[src/rtl/light_pattern_monitor.sv]
// light_pattern_monitor: receive-side checker for the 8-segment green/red light bar.
// Registers the bar, decodes the displayed step, debounces it, locks onto the
// 0->1->2->3->0 sequence and flags out-of-order, illegal or stalled patterns.
// Optional feature macro: LIGHT_MONITOR_STICKY_ERR_EN adds clearError/errorSticky.
module light_pattern_monitor #(
  parameter int unsigned STABLE_CYCLES  = 4,
  parameter int unsigned LOCK_STEPS     = 2,
  parameter int unsigned TIMEOUT_CYCLES = 37500000
) (
  input  logic       clock,
  input  logic       reset,
  input  logic [0:7] greenLight,
  input  logic [0:7] redLight,
`ifdef LIGHT_MONITOR_STICKY_ERR_EN
  input  logic       clearError,
  output logic       errorSticky,
`endif
  output logic [1:0] patternId,
  output logic       patternValid,
  output logic       locked,
  output logic       stepPulse,
  output logic       errorPulse,
  output logic [7:0] errorCount
);

  localparam logic [2:0]  INV     = 3'd4;
  localparam logic [7:0]  STABLE  = 8'(STABLE_CYCLES);
  localparam logic [3:0]  LOCK_N  = 4'(LOCK_STEPS);
  localparam logic [31:0] TO_LAST = 32'(TIMEOUT_CYCLES - 1);

  typedef enum logic [1:0] {SEARCH, TRACK, LOCKED} state_t;

  logic [0:7]  r_green, r_red;
  logic [2:0]  r_prevDec, r_lastAcc;
  logic [7:0]  r_stableCnt;
  logic [3:0]  r_lockCnt;
  logic [31:0] r_toCnt;
  logic [1:0]  r_patternId;
  logic        r_patternValid, r_stepPulse, r_errPulse;
  logic [7:0]  r_errCnt;
  state_t      r_state, w_next;

  logic [2:0]  w_dec;
  logic        w_diff, w_acc, w_accValid, w_accInv, w_succ, w_toExp;
  logic        w_step, w_err;
  logic [7:0]  w_cntNext;
  logic [1:0]  w_code, w_nextId;
  logic [3:0]  w_lockInc, w_lockCntNext;

  // Input stage: sample the bar once so decode works on a stable value
  always_ff @(posedge clock or negedge reset) begin
    if (!reset) begin
      r_green <= '0;
      r_red   <= '0;
    end else begin
      r_green <= greenLight;
      r_red   <= redLight;
    end
  end

  // Decode the registered pair into a step code, or INVALID for anything else
  always_comb begin
    w_dec = INV;
    case ({r_green, r_red})
      16'b11110000_00001111: w_dec = 3'd0;
      16'b00001111_11110000: w_dec = 3'd1;
      16'b00111100_11000011: w_dec = 3'd2;
      16'b11000011_00111100: w_dec = 3'd3;
      default:               w_dec = INV;
    endcase
  end

  assign w_diff     = (w_dec != r_prevDec);
  assign w_cntNext  = w_diff ? 8'd1 : ((r_stableCnt >= STABLE) ? STABLE : r_stableCnt + 8'd1);
  // Accept only when the run first reaches the threshold and shows something new
  assign w_acc      = (w_cntNext == STABLE) && (w_diff || (r_stableCnt < STABLE)) &&
                      (w_dec != r_lastAcc);
  assign w_accValid = w_acc && !w_dec[2];
  assign w_accInv   = w_acc &&  w_dec[2];
  assign w_code     = w_dec[1:0];
  assign w_nextId   = r_patternId + 2'd1;
  assign w_succ     = (w_code == w_nextId);
  assign w_lockInc  = r_lockCnt + 4'd1;
  // An accept event in the same cycle overrides the stall timer
  assign w_toExp    = (r_state == LOCKED) && !w_acc && (r_toCnt == TO_LAST);

  // Stability filter: run-length of identical decodes and last accepted value
  always_ff @(posedge clock or negedge reset) begin
    if (!reset) begin
      r_prevDec   <= INV;
      r_stableCnt <= '0;
      r_lastAcc   <= INV;
    end else begin
      r_prevDec   <= w_dec;
      r_stableCnt <= w_cntNext;
      if (w_acc) r_lastAcc <= w_dec;
    end
  end

  // FSM state register
  always_ff @(posedge clock or negedge reset) begin
    if (!reset) r_state <= SEARCH;
    else        r_state <= w_next;
  end

  // FSM next-state logic
  always_comb begin
    w_next = r_state;
    case (r_state)
      SEARCH: if (w_accValid) w_next = TRACK;
      TRACK: begin
        if (w_accInv)                                       w_next = SEARCH;
        else if (w_accValid && w_succ && w_lockInc == LOCK_N) w_next = LOCKED;
      end
      LOCKED: begin
        if (w_accInv)                    w_next = SEARCH;
        else if (w_accValid && !w_succ)  w_next = TRACK;
        else if (w_toExp)                w_next = TRACK;
      end
      default: w_next = SEARCH;
    endcase
  end

  // FSM output logic: pulses and lock-progress counter per state
  always_comb begin
    w_step        = 1'b0;
    w_err         = 1'b0;
    w_lockCntNext = r_lockCnt;
    case (r_state)
      SEARCH: if (w_accValid) w_lockCntNext = '0;
      TRACK:  if (w_accValid) w_lockCntNext = w_succ ? w_lockInc : 4'd0;
      LOCKED: begin
        if (w_accValid) begin
          if (w_succ) w_step = 1'b1;
          else begin
            w_err         = 1'b1;
            w_lockCntNext = '0;
          end
        end else if (w_accInv) begin
          w_err = 1'b1;
        end else if (w_toExp) begin
          w_err         = 1'b1;
          w_lockCntNext = '0;
        end
      end
      default: w_lockCntNext = '0;
    endcase
  end

  // Datapath: displayed code, pulses, saturating fault count, stall timer
  always_ff @(posedge clock or negedge reset) begin
    if (!reset) begin
      r_patternId    <= '0;
      r_patternValid <= 1'b0;
      r_stepPulse    <= 1'b0;
      r_errPulse     <= 1'b0;
      r_errCnt       <= '0;
      r_lockCnt      <= '0;
      r_toCnt        <= '0;
    end else begin
      if (w_accValid) begin
        r_patternId    <= w_code;
        r_patternValid <= 1'b1;
      end else if (w_accInv) begin
        r_patternValid <= 1'b0;
      end
      r_stepPulse <= w_step;
      r_errPulse  <= w_err;
      if (w_err && r_errCnt != 8'hFF) r_errCnt <= r_errCnt + 8'd1;
      r_lockCnt <= w_lockCntNext;
      if (r_state != LOCKED || w_acc || w_toExp) r_toCnt <= '0;
      else                                       r_toCnt <= r_toCnt + 32'd1;
    end
  end

`ifdef LIGHT_MONITOR_STICKY_ERR_EN
  logic r_sticky;
  // Sticky fault flag: a fault pulse beats a simultaneous clear
  always_ff @(posedge clock or negedge reset) begin
    if (!reset)          r_sticky <= 1'b0;
    else if (r_errPulse) r_sticky <= 1'b1;
    else if (clearError) r_sticky <= 1'b0;
  end
  assign errorSticky = r_sticky;
`endif

  assign patternId    = r_patternId;
  assign patternValid = r_patternValid;
  assign locked       = (r_state == LOCKED);
  assign stepPulse    = r_stepPulse;
  assign errorPulse   = r_errPulse;
  assign errorCount   = r_errCnt;

endmodule

[config.mk]
export PLATFORM = sky130hd
export DESIGN_NAME = light_pattern_monitor
export DESIGN_NICKNAME = d
export VERILOG_FILES = /design/src/rtl/light_pattern_monitor.sv
export SDC_FILE = /design/constraint.sdc
export NUM_CORES = 1
export LEC_CHECK = 0
export CAP_MARGIN = 25
export CORE_MARGIN = 1.5
export CORE_UTILIZATION = 26
export DETAILED_ROUTE_END_ITERATION = 16
export PLACE_DENSITY = 0.5
export SKIP_LAST_GASP = 1
export SLEW_MARGIN = 20
export SYNTH_ARGS = -nofsm -noshare
export SYNTH_HDL_FRONTEND = slang
export SYNTH_SLANG_ARGS = --single-unit
[constraint.sdc]
create_clock -name clock -period 2.5 [get_ports clock]
set_clock_uncertainty 0.15 [all_clocks]
set_input_delay 0.375 -clock clock [delete_from_list [all_inputs] [get_ports clock]]
set_output_delay 0.375 -clock clock [all_outputs]
set_load 0.005 [all_outputs]
==> impl_results.md, run 1 <==
* Status: complete, but fails checks
* Violated checks: setup timing
* Initial antenna violation count at 0
* Crit-path max FO at 7
* Critical Path AT at ~2900 ps
* Vias in the first global route at approximately 3000
* Vert. Die Dim at approximately 130 um
* Fin area at 5520 um^2
* I/O Buffers at 31
* Final setup viols at 53
* Layout net count at approximately 470
* Crit path launch type: flop
* Footprint of the multi-input gates at around 2100 um^2
* Final wirelength at about 8600 um
* Total GRT Usage at 0.113
* Largest delay share family, worst path: simple AND/OR/NAND/NOR gates
* Main synth FF type: dfrtp_1
* Clk pwr share at 0.480
* Post-Synthesis Cell Area at 4050 um^2
* TritonCTS Buffers at 9
* Slew Viols, Final at 0
* Unrepaired setup endpoints after global routing: true
* Initial DRC count at 100
* Share of post-route cells with drive strength above 1 at 0.313
* Met2 WL at 4400 um
* Fin crit share at 1.10
* PwrDens at roughly 490 nW/um^2
* Synth warn at 0
* Sequential fraction of the synthesis area at 0.501
* Worst vdd ir at 0.342 mV
* Starting Density at 0.267
* Final hold viol count at 0
* Vias per cell at between 4 and 5
* Clk_lat worst skew at ~340 ps
* Met3 WL at 202 um
* Syn avg cell area at about 12 um^2
* Buf+Inv Stages, Crit Path at 3
* Top-level port count at 32
* Tot Pwr at around 0.0027 W
* Die ar. at between 15000 and 20000 um^2
* CTS tree: built
* Rows at 45
* Reg clk slew, reported paths at around 60 ps
* Layout area overhead at 36.2%
* Die width at around 130 um
* Most frequent CP cell: buf_6
* Number of max-cap violations at 0
* Worst path max stage delay at 410 ps
* WS Path Type: flop to flop
* Critical-path top delay cell: or3_4
* Ys async rst share at 1.00
* H-tree depth at 3
* Commonest non-fill, non-tap cell in the layout: dfrtp_1
* Ant diodes at 0
* HPWL Detailed at about 6100 um
* Part of the power in registers at 0.490
* Layout fillers at 1488
* Longest Clk Path Bufs at 2
* Vias at a little under 3000
* #FFs+latches synth at just over 80
* TritonRoute pass-1 iters at 6
* Met1 WL at 3850 um
* Largest net degree at the start of global routing at 52
* Worst setup margin at -258 ps
* Placed Instance Area at about 4900 um^2
* Switching power of the nets at between 0.0005 and 0.0006 W
* Routability Congestion at about 0.75
* Max layer used: met4
* DRC at 0
* Hold_ws at 330 ps
* CP endpoint kind: flop
* Clk sinks at slightly above 80
* Clock tree root driver cell: clkbuf_16
* Most frequent cells in the layout: dfrtp_1 (79), buf_4 (42), clkdlybuf4s50_1 (30), nor2_4 (28)
* Worst path required time at around 2600 ps
* Core area at 15200 um^2
* Minimum clock period at roughly 2800 ps
* Pleak at between 2 and 2.5 nW
* Mapped Cells at roughly 350
* First-pass GRT wire length at about 14000 um
* Storage element area at between 2000 and 2500 um^2
* Maximum clock rate at about 360 MHz
* Post-synth EDFFs at 0
* Comb pwr share at 0.031
* Avg WL per Cell at 13.4 um
* Post-synthesis cell type count at 56
* Antenna viol nets, final at 0
* Min-Delay Path Class: primary input to flop
* Critical-path cell list: and4bb_2, nand4_4, buf_6, o22ai_4, buf_6, xor2_2, nor2_2, and3_4, or3_4, clkbuf_16, nor2_4
* Grt total ovfl at 0
* Fraction of power spent switching nets at 0.202
* Int Power at approximately 0.0022 W
-- what timing repair did --
item | in CTS | in global routing
setup buffers | 6 | 7
hold endpoints to repair | 29 | 0
pin swaps | 6 | 13
hold buffers | 1 | 0
cloned | 0 | 1
resized for setup | 17 | 25
setup endpoints to repair | 54 | 54
-- stage by stage --
step	util	setup TNS (ps)	std cells	setup WS, ps
after global routing	0.363	-16230	641	-368
final	0.363	-9950	641	-258
after global placement	0.322	-13740	610	-315
after CTS	0.350	-9400	633	-220
after detailed placement	0.322	-15310	610	-360
after floorplan	-	-4910	356	-163
-- flip-flops by register name, summed over array words and instances (netlist names) --
register,cells
r_stableCnt,8
errorPulse,1
r_lockCnt,4
r_state,2
patternValid,1
r_red,8
r_prevDec,3
r_lastAcc,3
errorCount,8
r_toCnt,32
r_green,8
patternId,2
stepPulse,1
-- synth_stat cells (5+ instances only) --
library cell | n | area [um^2]
o21ai_0 | 10 | 50.1
nor2_4 | 28 | 315
inv_1 | 16 | 60.1
nor2_1 | 26 | 97.6
and4_1 | 5 | 43.8
dfrtp_1 | 79 | 1980
nor3_1 | 9 | 45.0
ha_1 | 6 | 75.1
nand4_1 | 13 | 81.3
xor2_1 | 26 | 228
xnor2_1 | 14 | 123
and3_1 | 7 | 43.8
nand2_1 | 19 | 71.3
nand3_1 | 25 | 125
-- power groups by stage --
stage | clock, W | sequential (W) | combinational, W
after global routing | 0.00141 | 0.00134 | 0.0000951
final | 0.00131 | 0.00134 | 0.0000843
after global placement | 0 | 0.00136 | 0.0000842
after floorplan | 0 | 0.00136 | 0.0000106
after CTS | 0.00135 | 0.00134 | 0.0000881
after detailed placement | 0 | 0.00136 | 0.0000858
-- logic make-up (layout without fill, tap and decap cells) --
group | Yosys count | after routing | share of synthesized area
flip-flops | 81 | 81 | 0.501
adder cells (fa/ha/maj) | 6 | 6 | 0.0185
AO/OA/AOI/OAI | 40 | 40 | 0.0772
buffers and inverters | 22 | 119 | 0.0361
AND/OR/NAND/NOR | 157 | 157 | 0.266
other | 1 | 5 | 0.000925
XOR/XNOR | 41 | 41 | 0.0905
multiplexers | 4 | 4 | 0.0105
-- layer usage --
layer,GRT usage,vias to the layer above
met5,0,-
met4,0.0496,0
met3,0.0238,10
met2,0.194,31
met1,0.136,1435
li1,-,1428
-- final timing paths --
path | end | slack (ps) | start | cells past startpoint
min | r_green[4]$_DFF_PN0_ | 330 | greenLight[4] | 1
min in group asynchronous | r_green[2]$_DFF_PN0_ | 380 | reset | 2
min reg2reg | r_toCnt[0]$_DFF_PN0_ | 340 | r_toCnt[0]$_DFF_PN0_ | 1
max reg2reg | r_toCnt[17]$_DFF_PN0_ | -260 | r_green[1]$_DFF_PN0_ | 11
max in group asynchronous | r_prevDec[2]$_DFF_PN1_ | 1170 | reset | 3
max | r_toCnt[17]$_DFF_PN0_ | -260 | r_green[1]$_DFF_PN0_ | 11
-- worst reg2reg max path, stage by stage (launching register included) --
cell	delay [ps]
dfrtp_1	370
and4bb_2	350
nand4_4	200
buf_6	200
o22ai_4	170
buf_6	140
xor2_2	170
nor2_2	60
and3_4	170
or3_4	410
clkbuf_16	210
nor2_4	90
-- layout make-up --
type	instances	share of cell area
clock buffer	15	0.0540
clock inverter	1	0.00136
inverter	17	0.0120
multi-input combinational	253	0.373
sequential	81	0.368
tap	188	0.0426
timing repair buffer	86	0.149
Power figures use the tool's default switching activity.
==> run 2: changes to the inputs <==
- CORE_MARGIN: 1.5 -> not set
==> run 2 against run 1 <==
Net effect: the flow still finishes with violations (setup timing); register-to-register slack barely moved; maximum frequency up 0.28%; largest power group unchanged; cell area shrank 0.18%; setup slack improved by 7.8 ps; critical endpoint is now r_toCnt[31]$_DFF_PN0_; sequential cell count unchanged; global-route usage up 0.68 points; sequential share of layout area grew 0.067 points; clock power down 6%; worst hold slack lost 7.6 ps; largest cell class unchanged; non-clock buffer count fell by 5; die area decreased by 1.6%.
==> impl_results.md, run 2 (same netlist as run 1, synthesis figures left out) <==
* Status: complete, but fails checks
* Violated checks: setup timing
* Crit path launch type: flop
* Comb pwr share at 0.031 (about the same)
* Top-level port count at 32 (unchanged)
* Critical-path top delay cell: or3_4
* Share of post-route cells with drive strength above 1 at 0.301 (-0.0121)
* Part of the power in registers at 0.504 (+0.014)
* Placed Instance Area at 4840 um^2 (-1.1%)
* Layout area overhead at 35.9%
* Final wirelength at 8900 um (+3.3%)
* Int Power at 0.00210 W (-3.8%)
* Dpl ws at -329 ps (+30.8 ps)
* Top reg by flops: r_toCnt
* Vias in the first global route at 3005 (-0.83%)
* Max reg flops at 32 (unchanged)
* Clk pwr share at 0.465 (-0.015)
* Fin area at 5510 um^2 (-0.18%)
* Vias per cell at 4.57 (+0.86%)
* Clk_lat worst skew at 340 ps (about the same)
* Initial DRC count at 138 (+38%)
* Clock tree root driver cell: clkbuf_16
* Min-Delay Path Class: primary input to flop
* H-tree depth at 3 (unchanged)
* Critical Path AT at 2870 ps (about the same)
* TritonRoute pass-1 iters at 4 (-2)
* Vert. Die Dim at 127 um (-0.78%)
* DRC at 0 (unchanged)
* Final setup viols at 49 (-7.5%)
* Slew Viols, Final at 0 (unchanged)
* Initial antenna violation count at 0 (unchanged)
* Fin crit share at 1.10 (-0.00310)
* PwrDens at 482 nW/um^2 (-2.7%)
* Total GRT Usage at 0.119 (+0.00677)
* Worst setup margin at -250 ps (+7.75 ps)
* Grt total ovfl at 0 (unchanged)
* Unrepaired setup endpoints after global routing: true
* TritonCTS Buffers at 9 (unchanged)
* Routability Congestion at 0.784 (+5.2%)
* Die width at 127 um (-0.78%)
* Avg WL per Cell at 14.0 um (+4.1%)
* Clk sinks at 81 (unchanged)
* Rows at 45 (unchanged)
* Die ar. at 16100 um^2 (-1.6%)
* Layout net count at 467 (-1.1%)
* Buf+Inv Stages, Crit Path at 2 (-1)
* Number of max-cap violations at 0 (unchanged)
* Core area at 15200 um^2 (unchanged)
* Largest delay share family, worst path: simple AND/OR/NAND/NOR gates
* Ant diodes at 0 (unchanged)
* TNS Setup at -9920 ps (+32.7 ps)
* HPWL Detailed at 5900 um (-3.8%)
* Fraction of power spent switching nets at 0.210 (+0.00785)
* Maximum clock rate at 364 MHz (+0.28%)
* Longest Clk Path Bufs at 2 (unchanged)
* First-pass GRT wire length at 15000 um (+4.3%)
* Starting Density at 0.267 (unchanged)
* Crit-path max FO at 8 (+1)
* Worst vdd ir at 0.287 mV (-16%)
* CTS tree: built
* Antenna viol nets, final at 0 (unchanged)
* CP endpoint kind: flop
* Layout fillers at 1506 (+1.2%)
* Minimum clock period at 2750 ps (-7.75 ps)
* Critical-path cell list: and4bb_1, nand4_4, buf_6, a21oi_2, a21boi_1, a22o_1, and3_4, or3_4, clkbuf_16, nor2_4
* I/O Buffers at 31 (unchanged)
* Switching power of the nets at 0.000557 W (+0.93%)
* WS Path Type: flop to flop
* Worst path required time at 2620 ps (about the same)
* Commonest non-fill, non-tap cell in the layout: dfrtp_1
* Largest net degree at the start of global routing at 49 (-5.8%)
* Pleak at 2.22 nW (-0.56%)
* Most frequent cells in the layout: dfrtp_1 (79), buf_4 (35), nor2_4 (32), clkdlybuf4s50_1 (30), xor2_1 (25)
* Worst path max stage delay at 420 ps (about the same)
* Vias at 2906 (+0.069%)
* Reg clk slew, reported paths at 60 ps (about the same)
* Final hold viol count at 0 (unchanged)
-- run 2: final timing paths --
kind	slack, ps	depth (start not counted)	endpoint	from
min	320	1	r_green[4]$_DFF_PN0_	greenLight[4]
max reg2reg	-250	10	r_toCnt[31]$_DFF_PN0_	r_green[5]$_DFF_PN0_
max	-250	10	r_toCnt[31]$_DFF_PN0_	r_green[5]$_DFF_PN0_
min reg2reg	330	1	patternValid$_DFFE_PN0P_	patternValid$_DFFE_PN0P_
min in group asynchronous	400	2	r_green[0]$_DFF_PN0_	reset
max in group asynchronous	1150	3	r_prevDec[2]$_DFF_PN1_	reset
-- run 2: cell type report --
class	count	area (um^2)	share of cell area
repair buffers	81	811	0.147
flip-flops and latches	81	2030	0.368
multi-input cells	253	2090	0.380
clock buffers	14	264	0.0479
well taps	188	235	0.0427
clock inverters	2	12.5	0.00227
inverters	17	63.8	0.0116
-- run 2: worst register-to-register path, cell delays in order (launching register included) --
cell,delay (ps)
dfrtp_1,370
and4bb_1,320
nand4_4,210
buf_6,200
a21oi_2,160
a21boi_1,110
a22o_1,260
and3_4,180
or3_4,420
clkbuf_16,230
nor2_4,80
-- run 2: what timing repair did --
| action | in CTS | in global routing |
|---|---|---|
| buffers inserted | 8 | 2 |
| gates resized for setup | 25 | 29 |
| endpoints found under the hold margin | 32 | 0 |
| gates cloned | 1 | 2 |
| pin swaps | 10 | 38 |
| hold buffers | 1 | 0 |
| endpoints found under the setup margin | 52 | 54 |
-- run 2: through the flow --
step / util / std cells / hold WS (ps) / total power, W
2_1_floorplan: - / 356 / -70.6 / 0.00137
3_3_place_gp: 0.319 / 606 / 215 / 0.00144
3_5_place_dp: 0.319 / 606 / 218 / 0.00144
4_1_cts: 0.350 / 632 / 304 / 0.00271
5_1_grt: 0.362 / 636 / 308 / 0.00277
6_report: 0.362 / 636 / 322 / 0.00265
-- run 2: power by group through the flow --
stage	combinational (W)	sequential, W	clock, W
4_1_cts	0.0000870	0.00134	0.00128
2_1_floorplan	0.0000106	0.00136	0
6_report	0.0000835	0.00134	0.00123
5_1_grt	0.0000930	0.00134	0.00134
3_3_place_gp	0.0000832	0.00136	0
3_5_place_dp	0.0000849	0.00136	0
-- run 2: routing by layer --
| metal | track usage | up-vias | part of all wire |
|---|---|---|---|
| met5 | 0 | - | 0 |
| met4 | 0.0406 | 0 | 0.012 |
| met3 | 0.0354 | 7 | 0.036 |
| met2 | 0.198 | 37 | 0.50 |
| met1 | 0.148 | 1439 | 0.46 |
| li1 | - | 1423 | - |
==> run 3: changes to the inputs <==
- CTS_CLUSTER_DIAMETER: not set -> 100
==> results of run 3 <==
The final DEF is identical to that of run 2; final timing and power are the same.
